## src/rtl/dds_wave_gen_if.sv

```systemverilog
// dds_wave_gen_if
//   Control/sample bundle between the register block (master) and the
//   DDS waveform generator (slave).
//   master drives : enable, phase_clr, freq_we, freq_in, phase_off, mode
//   slave drives  : wave_out, sample_valid, cycle_wrap, freq_pending
interface dds_wave_gen_if #(
   parameter int DATA_W  = 8,
   parameter int PHASE_W = 24
);
   logic               enable;
   logic               phase_clr;
   logic               freq_we;
   logic [PHASE_W-1:0] freq_in;
   logic [PHASE_W-1:0] phase_off;
   logic [1:0]         mode;
   logic [DATA_W-1:0]  wave_out;
   logic               sample_valid;
   logic               cycle_wrap;
   logic               freq_pending;

   modport master (
      output enable, phase_clr, freq_we, freq_in, phase_off, mode,
      input  wave_out, sample_valid, cycle_wrap, freq_pending
   );

   modport slave (
      input  enable, phase_clr, freq_we, freq_in, phase_off, mode,
      output wave_out, sample_valid, cycle_wrap, freq_pending
   );
endinterface

```

## src/rtl/dds_wave_gen.sv

```systemverilog
// dds_wave_gen
//   Direct-digital-synthesis waveform generator. A phase accumulator feeds a
//   four-stage pipeline producing sine (quarter-wave LUT), triangle,
//   sawtooth or square samples. Frequency words written while running are
//   held in a shadow register and take effect at the next phase wrap.
//   Ports:
//     clk_in : single rising-edge clock
//     rst_n  : asynchronous active-low reset
//     bus    : dds_wave_gen_if.slave (controls in, samples and status out)
module dds_wave_gen #(
   parameter int DATA_W  = 8,
   parameter int PHASE_W = 24,
   parameter int LUT_AW  = 8
) (
   input  logic          clk_in,
   input  logic          rst_n,
   dds_wave_gen_if.slave bus
);

   typedef enum logic [1:0] {
      MODE_SINE   = 2'd0,
      MODE_TRI    = 2'd1,
      MODE_SAW    = 2'd2,
      MODE_SQUARE = 2'd3
   } mode_e;

   localparam int LUT_N = 2 ** LUT_AW;

   // Quarter-wave sample i, taken at the middle of its bin so the mirrored
   // quadrants meet symmetrically. Evaluated only at elaboration.
   function automatic logic [DATA_W-2:0] lut_entry(input int idx);
      real x, term, s;
      x    = 1.5707963267948966 * (real'(idx) + 0.5) / real'(LUT_N);
      term = x;
      s    = x;
      for (int k = 1; k < 10; k++) begin
         term = -term * x * x / real'((2 * k) * (2 * k + 1));
         s    = s + term;
      end
      return (DATA_W-1)'($rtoi(s * real'((2 ** (DATA_W - 1)) - 1) + 0.5));
   endfunction

   // NOTE: the LUT is a constant table with no write port, so it carries no
   // reset; it folds into ROM/logic.
   logic [DATA_W-2:0] lut [LUT_N];
   for (genvar gi = 0; gi < LUT_N; gi++) begin : g_lut
      assign lut[gi] = lut_entry(gi);
   end

   // ---------------- accumulator and frequency control ----------------
   logic [PHASE_W-1:0] acc, fword, shadow;
   logic               pending;
   logic               wrap_pend;   // a carry happened; flag the next sample
   logic [PHASE_W:0]   acc_sum;
   logic               carry;

   assign acc_sum = {1'b0, acc} + {1'b0, fword};
   assign carry   = acc_sum[PHASE_W];

   logic               s1_valid, s1_wrap;
   logic [PHASE_W-1:0] s1_p;
   mode_e              s1_mode;

   // NOTE: sequential state uses non-blocking assignments only, so every
   // register samples the pre-edge value of every other register.
   always_ff @(posedge clk_in or negedge rst_n) begin
      if (!rst_n) begin
         acc       <= '0;
         fword     <= '0;
         shadow    <= '0;
         pending   <= 1'b0;
         wrap_pend <= 1'b0;
         s1_valid  <= 1'b0;
         s1_wrap   <= 1'b0;
         s1_p      <= '0;
         s1_mode   <= MODE_SINE;
      end else begin
         s1_valid <= 1'b0;
         if (bus.phase_clr) begin
            acc       <= '0;
            wrap_pend <= 1'b0;
            pending   <= 1'b0;
            if (bus.freq_we)  fword <= bus.freq_in;
            else if (pending) fword <= shadow;
         end else if (bus.enable) begin
            acc       <= acc_sum[PHASE_W-1:0];
            wrap_pend <= carry;
            s1_valid  <= 1'b1;
            s1_wrap   <= wrap_pend;
            s1_p      <= acc + bus.phase_off;   // offset never feeds back
            s1_mode   <= mode_e'(bus.mode);
            if (carry) begin
               // a write on the wrap edge itself wins over the shadow
               if (bus.freq_we)  fword <= bus.freq_in;
               else if (pending) fword <= shadow;
               pending <= 1'b0;
            end else if (bus.freq_we) begin
               shadow  <= bus.freq_in;
               pending <= 1'b1;
            end
         end else if (bus.freq_we) begin
            fword   <= bus.freq_in;
            pending <= 1'b0;
         end
      end
   end

   // ---------------- stage 2 decode ----------------
   logic [1:0]        qd;
   logic [LUT_AW-1:0] addr_raw, addr;
   logic [DATA_W:0]   tri_t;
   logic [DATA_W-1:0] alt;

   always_comb begin
      qd       = s1_p[PHASE_W-1 -: 2];
      addr_raw = s1_p[PHASE_W-3 -: LUT_AW];
      addr     = qd[0] ? ~addr_raw : addr_raw;   // odd quadrants run backwards
      tri_t    = s1_p[PHASE_W-1 -: DATA_W+1];
      // NOTE: default first so every path assigns alt and no latch is inferred.
      alt      = '0;
      case (s1_mode)
         MODE_TRI:    alt = tri_t[DATA_W] ? ~tri_t[DATA_W-1:0] : tri_t[DATA_W-1:0];
         MODE_SAW:    alt = s1_p[PHASE_W-1 -: DATA_W];
         MODE_SQUARE: alt = s1_p[PHASE_W-1] ? '0 : '1;
         default:     alt = '0;
      endcase
   end

   // Low phase bits only matter through the decode above.
   logic unused_phase_bits;
   assign unused_phase_bits = ^s1_p;

   // ---------------- stages 2..4 ----------------
   logic              s2_valid, s2_wrap, s2_neg;
   logic [LUT_AW-1:0] s2_addr;
   mode_e             s2_mode;
   logic [DATA_W-1:0] s2_alt;
   logic              s3_valid, s3_wrap, s3_neg;
   logic [DATA_W-2:0] s3_q;
   mode_e             s3_mode;
   logic [DATA_W-1:0] s3_alt;
   logic [DATA_W-1:0] wave_q;
   logic              valid_q, wrap_q;

   always_ff @(posedge clk_in or negedge rst_n) begin
      if (!rst_n) begin
         s2_valid <= 1'b0;
         s2_wrap  <= 1'b0;
         s2_neg   <= 1'b0;
         s2_addr  <= '0;
         s2_mode  <= MODE_SINE;
         s2_alt   <= '0;
         s3_valid <= 1'b0;
         s3_wrap  <= 1'b0;
         s3_neg   <= 1'b0;
         s3_q     <= '0;
         s3_mode  <= MODE_SINE;
         s3_alt   <= '0;
         wave_q   <= {1'b1, {(DATA_W-1){1'b0}}};
         valid_q  <= 1'b0;
         wrap_q   <= 1'b0;
      end else begin
         s2_valid <= s1_valid;
         s2_wrap  <= s1_wrap;
         s2_neg   <= qd[1];
         s2_addr  <= addr;
         s2_mode  <= s1_mode;
         s2_alt   <= alt;

         s3_valid <= s2_valid;
         s3_wrap  <= s2_wrap;
         s3_neg   <= s2_neg;
         s3_q     <= lut[s2_addr];
         s3_mode  <= s2_mode;
         s3_alt   <= s2_alt;

         valid_q  <= s3_valid;
         wrap_q   <= s3_valid & s3_wrap;
         if (s3_valid) begin
            // {1,q} = mid + q ; {0,~q} = mid - 1 - q
            if (s3_mode == MODE_SINE) wave_q <= s3_neg ? {1'b0, ~s3_q} : {1'b1, s3_q};
            else                      wave_q <= s3_alt;
         end
      end
   end

   assign bus.wave_out     = wave_q;
   assign bus.sample_valid = valid_q;
   assign bus.cycle_wrap   = wrap_q;
   assign bus.freq_pending = pending;

endmodule

```

## src/flat_wrapper.sv

```systemverilog
// flat-port wrapper written by rule: the top's interface ports become plain ports
module dds_wave_gen_flat 
#(
   parameter int DATA_W  = 8,
   parameter int PHASE_W = 24,
   parameter int LUT_AW  = 8
)
  (clk_in, rst_n, bus_enable, bus_phase_clr, bus_freq_we, bus_freq_in, bus_phase_off, bus_mode, bus_wave_out, bus_sample_valid, bus_cycle_wrap, bus_freq_pending);
  dds_wave_gen_if #(.DATA_W(DATA_W), .PHASE_W(PHASE_W)) bus_i ();
  input  logic clk_in;
  input  logic rst_n;
  input wire logic [$bits(bus_i.enable)-1:0] bus_enable;
  input wire logic [$bits(bus_i.phase_clr)-1:0] bus_phase_clr;
  input wire logic [$bits(bus_i.freq_we)-1:0] bus_freq_we;
  input wire logic [$bits(bus_i.freq_in)-1:0] bus_freq_in;
  input wire logic [$bits(bus_i.phase_off)-1:0] bus_phase_off;
  input wire logic [$bits(bus_i.mode)-1:0] bus_mode;
  output wire logic [$bits(bus_i.wave_out)-1:0] bus_wave_out;
  output wire logic [$bits(bus_i.sample_valid)-1:0] bus_sample_valid;
  output wire logic [$bits(bus_i.cycle_wrap)-1:0] bus_cycle_wrap;
  output wire logic [$bits(bus_i.freq_pending)-1:0] bus_freq_pending;
  assign bus_i.enable = bus_enable;
  assign bus_i.phase_clr = bus_phase_clr;
  assign bus_i.freq_we = bus_freq_we;
  assign bus_i.freq_in = bus_freq_in;
  assign bus_i.phase_off = bus_phase_off;
  assign bus_i.mode = bus_mode;
  assign bus_wave_out = bus_i.wave_out;
  assign bus_sample_valid = bus_i.sample_valid;
  assign bus_cycle_wrap = bus_i.cycle_wrap;
  assign bus_freq_pending = bus_i.freq_pending;
  dds_wave_gen #(.DATA_W(DATA_W), .PHASE_W(PHASE_W), .LUT_AW(LUT_AW)) u_core (.clk_in(clk_in), .rst_n(rst_n), .bus(bus_i));
endmodule
```

## config.mk

```make
export PLATFORM = sky130hd
export DESIGN_NAME = dds_wave_gen_flat
export DESIGN_NICKNAME = d
export VERILOG_FILES = /design/src/rtl/dds_wave_gen_if.sv /design/src/rtl/dds_wave_gen.sv /design/src/flat_wrapper.sv
export SDC_FILE = /design/constraint.sdc
export NUM_CORES = 1
export LEC_CHECK = 0
export ABC_AREA = 0
export CAP_MARGIN = 0
export CORE_AREA = 2 2 119 167
export CTS_CLUSTER_SIZE = 25
export DETAILED_ROUTE_END_ITERATION = 8
export DIE_AREA = 0 0 121 169
export MAX_ROUTING_LAYER = met4
export PLACE_DENSITY = 0.68
export SLEW_MARGIN = 20
export SYNTH_ARGS = -nofsm -noshare
export SYNTH_HDL_FRONTEND = slang
export SYNTH_SLANG_ARGS = --single-unit
export TNS_END_PERCENT = 1
```

## constraint.sdc

```tcl
create_clock -name clk_in -period 3.75 [get_ports clk_in]
set_clock_uncertainty 0.1 [all_clocks]
set_input_delay 0.375 -clock clk_in [delete_from_list [all_inputs] [get_ports clk_in]]
set_output_delay 0.375 -clock clk_in [all_outputs]
set_load 0.01 [all_outputs]
```

==> metrics <==
GRT overflow=0; Root Buffer=clkbuf_16; Avg Inst Size Synth=just over 9 um2; CP endpoint kind=register; Slew Limit Fails=0; post-CTS setup buffers=0; FFs w/ async S/R, synth=between 90% and 100%; f_max=roughly 310 MHz; worst slew pin tran=between 0.8 and 0.9 ns; starting density of the core=slightly below 50%; WP data arrival=around 3.5 ns; mapped cell area=a little over 9000 um2; largest net degree at the start of global routing=slightly above 90; post-route setup TNS=0 ns; Main synth FF type=dfrtp_1; Syn. warnings=0; slew margin rel.=44.5%; CTS H-Tree Depth=4; initial antenna violation count=0; final-stage net count=around 1.2k; number of gates resized after cts=0; Hold Buf Count CTS=1; Row Count=60; clock sink count=~140; post-synth net total=1,120; Lkg Pwr=between 4 and 5 nW; required time of the critical path=about 4.0 ns; Final Hold Viols=0; Slowest-stage cell, CP=fa_1; die area=between 20,000 and 25,000 um2; CP Cell Sequence=ha_1, fa_1, a211oi_1, nor3_2, o21ai_1, a2111oi_4, nor3b_4, buf_12, mux2_2; GR Util All Layers=23.9%; post-synthesis cell count=1,008; Die Height=roughly 170 um; post-synth cell types=74; CP Launch Type=register; Num CTS Buffers=17; final WL=between 20,000 and 25,000 um; diode count=0; first-pass GRT wire length=around 38,000 um; Hold Path Class=reg -> reg; outcome=completed; initial DRC count=617; post-synthesis register bit count=139; Clock transition at path regs=approximately 0.070 ns; Core Region=around 19,000 um2; Die X=between 100 and 150 um; min cycle time layout=3.23 ns; vias per inst=6.05; slowest stage delay, CP=0.43 ns; Seq/Total Area, Yosys=a little under two fifths; final RePlAce weighted congestion=0.951; RSZ-0062 raised after global routing=false; CTS tree=built; drt wl/cell=17.8 um; MaxCap Viol Count=0; Post-synth EDFFs=0; Final Instance Area=10,800 um2; HPWL after detailed placement=16,700 um; final setup fails=0; DRC=0; Top Ports=66; CP Class=reg -> reg; Area Overhead vs Synth=15.9%; TritonRoute pass-1 iters=5; Final period util=a little under nine tenths; antenna violation net count after detailed routing=0; Pwr Density=about 700 nW/um2; port bufs=65; Skew-Pair Late Insertion Delay=approximately 0.43 ns; VDD IR max=~0.38 mV; share of layout cells above drive strength 1=about 10%; via count=roughly 7.9k; vias in the first global route=roughly 7.5k; worst-path fanout max=24; clock tree buffer depth=2; dpl cell area=between 10,000 and 15,000 um2
==> through the flow <==
stage                     hold slack [ns]  setup WS (ns)  power (W)  instances  util, %
after CTS                           0.243          0.490    0.00760       1308     57.0
after floorplan                   -0.0206          0.701    0.00495       1008        -
after detailed placement            0.236          0.509    0.00590       1275     53.8
after global routing                0.246          0.199    0.00814       1308     57.0
final                               0.243          0.523    0.00759       1308     57.0
after global placement              0.232          0.571    0.00584       1275     53.8
==> Yosys cell counts (9+ instances only) <==
master	n	area [um2]
a2bb2oi_1	24	210
ha_1	56	701
nor3b_1	26	195
o211ai_1	10	75.1
nand3b_1	27	203
a21o_1	21	158
mux2_2	14	158
xor2_1	12	105
nand2_1	105	394
xnor2_1	18	158
nand3_1	19	95.1
o21ai_0	65	325
a211oi_1	19	143
a21oi_1	73	365
nand2b_1	10	62.6
nor2_1	68	255
or3_1	10	62.6
a211o_1	26	228
inv_1	14	52.6
mux2_4	20	300
o31ai_1	9	67.6
clkbuf_1	55	206
nor3_1	12	60.1
dfrtp_1	138	3450
==> cells by family (layout without fill, tap and decap cells) <==
logic type,count (synthesis),after routing,share of synthesized area [%]
AOI/OAI and AO/OA,334,334,24.8
and+or+nand+nor,316,316,17.1
adders and majority gates,58,58,7.82
xor gates and xnor gates,30,30,2.81
muxes,45,45,6.48
buffers and inverters,86,138,3.71
DFF,139,139,37.2
==> sequential cells by signal, indices dropped and copies added, names as in the netlist, 2 cells and up <==
register / cells
u_core.s3_mode: 2
u_core.s2_addr: 8
u_core.acc: 24
u_core.shadow: 24
u_core.s1_p: 10
u_core.fword: 24
u_core.s3_alt: 8
u_core.s2_mode: 2
u_core.bus.wave_out: 8
u_core.s3_q: 7
u_core.s2_alt: 8
u_core.s1_mode: 2
==> routing by layer <==
| metal | vias to the layer above | wire length, um | GRT usage [%] |
|---|---|---|---|
| met1 | 3799 | 9350 | 26.6 |
| met2 | 212 | 12300 | 41.7 |
| met3 | 65 | 744 | 3.71 |
| met4 | 0 | 914 | 11.2 |
| met5 | - | 0 | - |
| li1 | 3836 | - | - |
==> worst max-delay path, delay by kind of cell (launching register included) <==
family | cells | cell delay (ns)
mux | 1 | 0.35
flops | 1 | 0.41
buf+inv | 1 | 0.24
simple gates | 2 | 0.40
fa+ha+maj | 2 | 0.66
compound gates | 3 | 0.94
==> final timing paths <==
check / from / end / slack, ns / cells after the start
hold / removal: u_core.s2_alt[1] / u_core.s3_alt[1] / 0.24 / 0
setup reg to reg: u_core.acc[0] / u_core.shadow[0] / 0.52 / 9
max in group asynchronous: rst_n / u_core.shadow[13] / 2.34 / 3
setup / recovery: u_core.acc[0] / u_core.shadow[0] / 0.52 / 9
hold reg to reg: u_core.s2_alt[1] / u_core.s3_alt[1] / 0.24 / 0
min in group asynchronous: rst_n / u_core.s1_p[23] / 0.48 / 2
==> report_power, final <==
group	internal, W	total (W)	switching (W)
combinational	0.00161	0.00351	0.00190
clock	0.000898	0.00166	0.000766
sequential	0.00195	0.00241	0.000456
total	0.00446	0.00759	0.00313
==> final cells by class <==
| cell class | instances | area [um2] |
|---|---|---|
| multi-input cells | 783 | 5520 |
| inverters | 17 | 63.8 |
| repair buffers | 89 | 855 |
| clock buffers | 17 | 425 |
| clock inverters | 15 | 174 |
| well taps | 248 | 310 |
| flip-flops and latches | 139 | 3480 |
| fillers | 1742 | 8160 |
==> layout by cell type (no fill, tap or decap), drive strengths merged, types with 5 or more instances in the layout <==
| cell | n |
|---|---|
| a2111oi | 5 |
| a211o | 26 |
| a211oi | 19 |
| a21o | 21 |
| a21oi | 73 |
| a221o | 8 |
| a2bb2oi | 24 |
| a31oi | 7 |
| a32o | 8 |
| and2 | 6 |
| and3 | 8 |
| buf | 25 |
| clkbuf | 17 |
| clkdlybuf4s50 | 63 |
| clkinv | 8 |
| dfrtp | 138 |
| ha | 56 |
| inv | 22 |
| mux2 | 34 |
| mux2i | 8 |
| nand2 | 105 |
| nand2b | 10 |
| nand3 | 19 |
| nand3b | 27 |
| nand4 | 7 |
| nor2 | 69 |
| nor2b | 5 |
| nor3 | 13 |
| nor3b | 27 |
| o211ai | 10 |
| o21a | 8 |
| o21ai | 68 |
| o31ai | 9 |
| or2 | 6 |
| or3 | 10 |
| xnor2 | 18 |
| xor2 | 12 |
(Power assumes the default switching activity.)
